<file path="src/rtl/lampada_pkg.sv">
// Shared types for the lamp controller: FSM state encoding, default debounce length
// and the Moore lamp decode.
package lampada_pkg;

  typedef enum logic [2:0] {
    OFF_IDLE = 3'd0,
    OFF_DEB  = 3'd1,
    ON_HOLD  = 3'd2,
    ON_IDLE  = 3'd3,
    ON_DEB   = 3'd4,
    OFF_HOLD = 3'd5
  } lamp_state_t;

  localparam int DEBOUNCE_T_DEFAULT = 300;

  function automatic logic lamp_on(input lamp_state_t s);
    case (s)
      ON_HOLD, ON_IDLE, ON_DEB: lamp_on = 1'b1;
      default:                  lamp_on = 1'b0;
    endcase
  endfunction

endpackage

</file>
<file path="src/rtl/contador_debounce.sv">
// Saturating debounce counter. clr forces the count to 0, or to 1 when inc is also set,
// so a new debounce window can start on the same edge that closes the old one.
module contador_debounce
  import lampada_pkg::*;
#(
  parameter int N = DEBOUNCE_T_DEFAULT,
  localparam int W = $clog2(N + 1)
) (
  input  logic         clk,
  input  logic         rst,
  input  logic         clr,
  input  logic         inc,
  output logic         done,
  output logic [W-1:0] cnt
);

  localparam logic [W-1:0] CNT_ZERO = {W{1'b0}};
  localparam logic [W-1:0] CNT_ONE  = W'(1);
  localparam logic [W-1:0] CNT_LAST = W'(N - 1);
  localparam logic [W-1:0] CNT_MAX  = W'(N);

  logic [W-1:0] cnt_r;

  // Count register: load, saturating increment or hold.
  always_ff @(posedge clk or posedge rst) begin
    if (rst) begin
      cnt_r <= CNT_ZERO;
    end else if (clr) begin
      cnt_r <= inc ? CNT_ONE : CNT_ZERO;
    end else if (inc && (cnt_r != CNT_MAX)) begin
      cnt_r <= cnt_r + CNT_ONE;
    end else begin
      cnt_r <= cnt_r;
    end
  end

  assign done = (cnt_r == CNT_LAST);
  assign cnt  = cnt_r;

endmodule

</file>
<file path="src/rtl/controle_lampada.sv">
// Push-button lamp toggle with debounce and forced shutdown from the auto-shutdown timer.
// Optional macro CONTROLE_LAMPADA_SYNC_EN inserts a 2-flop synchronizer on push.
module controle_lampada
  import lampada_pkg::*;
#(
  parameter int DEBOUNCE_T = DEBOUNCE_T_DEFAULT
) (
  input  logic clk,
  input  logic rst,
  input  logic push,
  input  logic C,
  output logic L,
  output logic enable_timer
);

  localparam int CNT_W = $clog2(DEBOUNCE_T + 1);
  localparam logic [CNT_W-1:0] CNT_LAST = CNT_W'(DEBOUNCE_T - 1);

  logic             push_s;
  logic             clr_s;
  logic             inc_s;
  logic             done_s;
  logic             cnt_bad_s;
  logic [CNT_W-1:0] cnt_s;
  lamp_state_t      state_r;
  lamp_state_t      next_s;
  lamp_state_t      shut_s;
  logic             lamp_r;

`ifdef CONTROLE_LAMPADA_SYNC_EN
  logic [1:0] sync_r;

  // Two-stage synchronizer for the raw button level.
  always_ff @(posedge clk or posedge rst) begin
    if (rst) begin
      sync_r <= 2'b00;
    end else begin
      sync_r <= {sync_r[0], push};
    end
  end

  assign push_s = sync_r[1];
`else
  assign push_s = push;
`endif

  contador_debounce #(.N(DEBOUNCE_T)) u_contador (
    .clk  (clk),
    .rst  (rst),
    .clr  (clr_s),
    .inc  (inc_s),
    .done (done_s),
    .cnt  (cnt_s)
  );

  // A count past the qualification point cannot occur in a debounce state; treat it as a glitch.
  assign cnt_bad_s = (cnt_s > CNT_LAST);
  assign shut_s    = push_s ? OFF_HOLD : OFF_IDLE;

  // State register and registered lamp drive decoded from the next state.
  always_ff @(posedge clk or posedge rst) begin
    if (rst) begin
      state_r <= OFF_IDLE;
      lamp_r  <= 1'b0;
    end else begin
      state_r <= next_s;
      lamp_r  <= lamp_on(next_s);
    end
  end

  // Next-state logic; the counter is held clear except while a debounce window is open.
  always_comb begin
    next_s = OFF_IDLE;
    clr_s  = 1'b1;
    inc_s  = 1'b0;
    case (state_r)
      OFF_IDLE: begin
        if (push_s) begin
          next_s = OFF_DEB;
          inc_s  = 1'b1;
        end else begin
          next_s = OFF_IDLE;
        end
      end
      OFF_DEB: begin
        if (!push_s || cnt_bad_s) begin
          next_s = OFF_IDLE;
        end else if (done_s) begin
          next_s = ON_HOLD;
        end else begin
          next_s = OFF_DEB;
          clr_s  = 1'b0;
          inc_s  = 1'b1;
        end
      end
      ON_HOLD: begin
        if (C) begin
          next_s = shut_s;
        end else if (!push_s) begin
          next_s = ON_IDLE;
        end else begin
          next_s = ON_HOLD;
        end
      end
      ON_IDLE: begin
        if (C) begin
          next_s = shut_s;
        end else if (push_s) begin
          next_s = ON_DEB;
          inc_s  = 1'b1;
        end else begin
          next_s = ON_IDLE;
        end
      end
      ON_DEB: begin
        // Shutdown wins even on the edge that would qualify the press.
        if (C) begin
          next_s = shut_s;
        end else if (!push_s || cnt_bad_s) begin
          next_s = ON_IDLE;
        end else if (done_s) begin
          next_s = OFF_HOLD;
        end else begin
          next_s = ON_DEB;
          clr_s  = 1'b0;
          inc_s  = 1'b1;
        end
      end
      OFF_HOLD: begin
        if (!push_s) begin
          next_s = OFF_IDLE;
        end else begin
          next_s = OFF_HOLD;
        end
      end
      default: begin
        next_s = OFF_IDLE;
      end
    endcase
  end

  assign L            = lamp_r;
  assign enable_timer = lamp_r;

endmodule

</file>
<file path="config.mk">
export PLATFORM = sky130hd
export DESIGN_NAME = controle_lampada
export DESIGN_NICKNAME = d
export VERILOG_FILES = /design/src/rtl/lampada_pkg.sv /design/src/rtl/contador_debounce.sv /design/src/rtl/controle_lampada.sv
export SDC_FILE = /design/constraint.sdc
export NUM_CORES = 1
export LEC_CHECK = 0
export CORE_ASPECT_RATIO = 0.75
export CORE_MARGIN = 5
export CORE_UTILIZATION = 35
export CTS_CLUSTER_DIAMETER = 50
export DETAILED_ROUTE_END_ITERATION = 6
export HOLD_SLACK_MARGIN = 0.02
export MAX_ROUTING_LAYER = met4
export SLEW_MARGIN = 10
export SYNTH_ARGS = -nofsm -noshare
export SYNTH_HDL_FRONTEND = slang
export SYNTH_SLANG_ARGS = --single-unit
</file>
<file path="constraint.sdc">
create_clock -name clk -period 2.05 [get_ports clk]
set_input_delay 0.41 -clock clk [delete_from_list [all_inputs] [get_ports clk]]
set_output_delay 0.41 -clock clk [all_outputs]
set_load 0.03 [all_outputs]
</file>
=== After elaboration in Yosys (flattened, before gate mapping) ===
Index checks and enable logic that the tools add are counted.

* Bits in registers: 13
* Bits of input ports: 4
* Word-level logic and storage cells: 47

* Add/subtract/negate cells: 1
* Magnitude comparators: 1
* Eq/ne operators: 10
* Multiplexer cells: 26
* Reductions and logical operators: 6

{| class="wikitable"
|+ Operators with widths
! operator !! number
|-
| 2-to-1 mux 3 bit || 6
|-
| 2-to-1 mux 9 bit || 2
|-
| one-hot mux 3 bit (6 select lines) || 1
|-
| 2-to-1 mux 1 bit || 13
|-
| == test 3 x 2 -> 1 bit, second input constant || 4
|-
| adder 9 x 1 -> 9 bit, second input constant || 1
|-
| == test 3 bit, second input constant || 3
|-
| == test 9 bit, second input constant || 1
|-
| > comparator 9 bit, second input constant || 1
|-
| inequality test 9 bit, second input constant || 1
|-
| 2-to-1 mux 2 bit || 2
|-
| one-hot mux 1 bit (4 select lines) || 1
|-
| == test 3 x 1 -> 1 bit, second input constant || 1
|-
| zero test 3 bit || 1
|-
| OR reduction 3 bit || 1
|-
| one-hot mux 1 bit (2 select lines) || 1
|-
| nonzero test 2 bit || 1
|-
| logical AND 1 bit || 1
|-
| zero test 1 bit || 1
|-
| logical OR 1 bit || 1
|}

=== Longest topological paths before layout ===
Gate-level depths: netlist (run 1).

* Depth in word-level cells: 8
* Depth in mapped cells: 7

=== Modules after synthesis ===
A second synthesis (run 1) with hierarchy kept.

* Cells, all modules: 111
* Area total of the unflattened synthesis: 984.7 µm²

{| class="wikitable"
|+ By module, submodules not included
! module !! times used !! cells each !! area each (µm²) !! seq. area each (µm²)
|-
| contador_debounce || 1 || 59 || 533.0 || 225.2
|-
| controle_lampada || 1 || 52 || 451.7 || 100.1
|}

=== Worst setup path before layout (run 1) ===
Ideal clock, no wire load.

* Path kind: reg-to-reg
* Start: register u_contador.cnt_r[0] (netlist: u_contador.cnt[0])
* End: register lamp_r (netlist: L)
* Arrival: 1.641 ns
* Path slack: 0.330 ns
* Cell stages (with the launch flop): 8
* Buffers on the path: 0
* Period minus slack after synthesis: 1.720 ns
* Cells stage by stage: dfrtp_1 ha_1 a21oi_1 nor3_1 or4_1 o211ai_1 nand4_1 mux2i_1

* Cells in the longest elaborated chain, start to end: 8

{| class="wikitable"
|+ RTL lines
! what !! line !! RTL
|-
| start, declared || contador_debounce.sv:22 || <nowiki>logic [W-1:0] cnt_r;</nowiki>
|-
| start signal, assigned || contador_debounce.sv:29 || <nowiki>cnt_r <= inc ? CNT_ONE : CNT_ZERO;</nowiki>
|-
| start signal, assigned || contador_debounce.sv:31 || <nowiki>cnt_r <= cnt_r + CNT_ONE;</nowiki>
|-
| start signal, assigned || contador_debounce.sv:33 || <nowiki>cnt_r <= cnt_r;</nowiki>
|-
| > comparator 9 bit / == test 9 bit (equally long branches) || controle_lampada.sv:57, contador_debounce.sv:37 ||
|-
| logical OR 1 bit / 2-to-1 mux 1 bit (equally long branches) || controle_lampada.sv:86, controle_lampada.sv:119, controle_lampada.sv:121 ||
|-
| 2-to-1 mux 3 bit || controle_lampada.sv:119 || <nowiki>end else if (!push_s || cnt_bad_s) begin</nowiki>
|-
| 2-to-1 mux 3 bit || controle_lampada.sv:117 || <nowiki>if (C) begin</nowiki>
|-
| one-hot mux 3 bit (6 select lines) * || controle_lampada.sv:76 || <nowiki>case (state_r)</nowiki>
|-
| == test 3 x 2 -> 1 bit / == test 3 bit (equally long branches) || lampada_pkg.sv:17 || <nowiki>case (s)</nowiki>
|-
| OR reduction 3 bit * || lampada_pkg.sv:17 ||
|-
| 2-to-1 mux 1 bit * || lampada_pkg.sv:17 ||
|-
| end signal, assigned || controle_lampada.sv:67 || <nowiki>lamp_r <= lamp_on(next_s);</nowiki>
|-
| end, declared || controle_lampada.sv:28 || <nowiki>logic lamp_r;</nowiki>
|}

Mark *: on every way between the ends. The rest lies on a longest branch, timed or not.
A chain may end at the register's enable or synchronous reset.

=== Worst setup path in the final report (run 1) ===
* Start: register u_contador.cnt_r[4] (netlist: u_contador.cnt[4])
* End: register lamp_r (netlist: L)

Same word-level chain as after synthesis.

==> impl_metrics.py, run 1 <==
metrics = {
    "power_and_ir_drop": {
        "pwr-share-comb": 0.174,
        "p_int_mw": 0.381,
        "seq_power_share": 0.521,
        "vdd_ir_drop_max_v": 0.000318,
        "clkPwrFrac": 0.305,
        "switching_share": 0.285,
        "p_sw_mw": 0.152,
        "cellLeakagePower_nw": 0.466,
        "power_density_nw_per_um2": 516,
        "power_mw": 0.533,
    },
    "finish": {
        "fill_cells": 237,
        "drive_gt1_frac": 0.167,
        "area_growth_pct": 20.1,
        "final_area_sq_um": 1030,
        "finalNetCount": 124,
        "diodes": 0,
    },
    "yosys": {
        "ys_warn_count": 0,
        "synth_seq_area_share": 0.378,
        "synthTopCellsByArea": "dfrtp_1 (38%), ha_1 (7.3%), nor2_1 (5.2%)",
        "synth_area_sq_um": 860,
        "syn_nets": 107,
        "syn_avg_cell_area_sq_um": 8.77,
        "yosysMostFrequentCell": "dfrtp_1",
        "netlist_instances": 98,
        "synth-edff-count": 0,
        "yosysTopAreaCell": "dfrtp_1",
        "synth_commonest_cells": "dfrtp_1 (13), nor2_1 (12), inv_1 (10), nand2_1 (7)",
        "ys_ff_latch": 13,
        "synth.top_cell.area_share": 0.378,
        "synth_ff_type": "dfrtp_1",
        "synth-async-reset-ratio": 1.00,
        "ys_types": 32,
    },
    "floorplanning": {
        "rows": 15,
        "ios": 6,
        "dieArea_sq_um": 3560,
        "start_util": 0.369,
        "die_h_um": 52.9,
        "die_w_um": 67.2,
        "core_sq_um": 2330,
    },
    "route": {
        "drc": 0,
        "ant_nets": 0,
        "first_pass_iters": 4,
        "routed_wl_um": 1720,
        "first_iter_violations": 42,
        "vias": 747,
        "wl_per_cell_um": 11.6,
        "via_per_inst": 5.05,
    },
    "global_route": {
        "grt_start_max_net_pins": 14,
        "grt_first_pass_wirelength_um": 3190,
        "antenna_found_initial": 0,
        "overflow": 0,
        "grt_usage": 0.123,
        "grt_pass1_vias": 715,
    },
    "outcome": {
        "status": "finished, final reports clean",
    },
    "sta": {
        "fin_tns_setup_ns": 0,
        "timing.hold.ws_ns": 0.445,
        "maxSlewHeadroom": 0.654,
        "worst_pin_slew_ns": 0.518,
        "finalCritPeriodShare": 0.915,
        "report.final.hold_viol_count": 0,
        "drv_slew": 0,
        "setup-violations-final": 0,
        "rsz0062_at_grt": "no",
        "max_freq_mhz": 533,
        "fin_skew_ns": 0.00900,
        "post-route-min-period_ns": 1.88,
    },
    "min_path": {
        "hold_path.class": "in -> async",
    },
    "placement": {
        "dpl.hpwl_um": 1320,
        "gp_congestion": 0.825,
        "io_buffers": 5,
        "place_area_sq_um": 1000,
    },
    "clock_network": {
        "post_cts_resize_count": 0,
        "clk_pin_slew_ns": 0.09,
        "cts-root-buf": "clkbuf_4",
        "cts.sinks": 13,
        "cts_tree": "done",
        "hold_buffers": 0,
        "cts_made_buffers": 3,
        "cts_max_level": 1,
        "clockBufferDepth": 2,
        "clk_latency_ns": 0.29,
        "cts_setup_buffers": 0,
    },
    "run": {
        "drv_cap": 0,
    },
    "critical_path": {
        "worstSetupStartpointType": "flip-flop",
        "arrival_ns": 2.08,
        "end_kind": "flip-flop",
        "worstPathRequired_ns": 2.26,
        "path_class": "reg -> reg",
        "path_max_fanout": 6,
    },
}
per-layer routing:
metal,global-route usage,part of all wire
met1,0.162,0.51
met2,0.176,0.44
met3,0.0446,0.051
met4,0.0404,0.0082
met5,-,0
layout make-up:
| cell class | instances | area (sq um) | share of cell area |
|---|---|---|---|
| sequential | 13 | 325 | 0.315 |
| multi-input combinational | 74 | 489 | 0.474 |
| tap | 34 | 42.5 | 0.0412 |
| clock buffer | 3 | 22.5 | 0.0218 |
| clock inverter | 1 | 5.00 | 0.00485 |
| inverter | 10 | 37.5 | 0.0364 |
| timing repair buffer | 13 | 110 | 0.107 |
metrics by stage:
stage               cells   util  worst slack (ns)
floorplan              98      -             0.330
global placement      144  0.432            0.0376
detailed placement    144  0.432           0.00864
CTS                   148  0.444             0.176
global route          148  0.444            0.0404
finish                148  0.444             0.174
final timing paths:
kind                                     endpoint  cells past startpoint  slack, ns              start
min in group clk                u_contador.cnt[8]                      2       0.59  u_contador.cnt[8]
worst max register to register                  L                      6       0.17  u_contador.cnt[4]
worst min register to register  u_contador.cnt[8]                      2       0.59  u_contador.cnt[8]
worst min-delay path            u_contador.cnt[2]                      2       0.45                rst
worst max-delay path                            L                      6       0.17  u_contador.cnt[4]
max in group asynchronous       u_contador.cnt[1]                      2       1.25                rst
logic make-up after synthesis:
group | after synthesis | synth area share
AND/OR/NAND/NOR | 44 | 0.279
AO/OA/AOI/OAI | 19 | 0.154
flip-flops | 13 | 0.378
buffers and inverters | 11 | 0.0524
XOR/XNOR | 5 | 0.0509
adder cells (fa/ha/maj) | 5 | 0.0728
multiplexers | 1 | 0.0116
power by group through the flow:
stage	clock network (mW)	logic, mW	registers (mW)
after floorplan	0	0.0519	0.281
after global placement	0	0.0931	0.282
after detailed placement	0	0.0928	0.283
after CTS	0.175	0.0936	0.277
after global routing	0.182	0.108	0.280
final	0.163	0.0928	0.277
state kept, by name (all words and copies together), names as in the netlist:
signal / flops
u_contador.cnt: 9
L: 1
state_r: 3
worst max-delay path, stage by stage (launching register included):
cell and delay [ns]:
dfrtp_1 0.44, or3b_1 0.44, or3_4 0.36, nor3_1 0.20, a311oi_2 0.07, buf_4 0.16, mux2i_1 0.12
layout by cell type (no fill, tap or decap), types with 2 or more instances in the layout:
master,n
nor4_1,2
buf_4,8
a21oi_1,2
nand4_1,2
nor3_1,3
clkbuf_4,3
or2b_2,3
o21ai_0,6
nand3_1,6
clkdlybuf4s50_1,5
inv_1,10
a31oi_1,2
xor2_1,5
ha_1,5
dfrtp_1,13
o211ai_1,2
nor2_1,12
and3_1,2
nand2_1,7
No activity file was read; power rests on OpenSTA's default activity.
==> run 2: changes to the inputs <==
Settings changed: CAP_MARGIN set to 10.
==> results of run 2 <==
The final DEF is identical to that of run 1; final timing and power are the same.
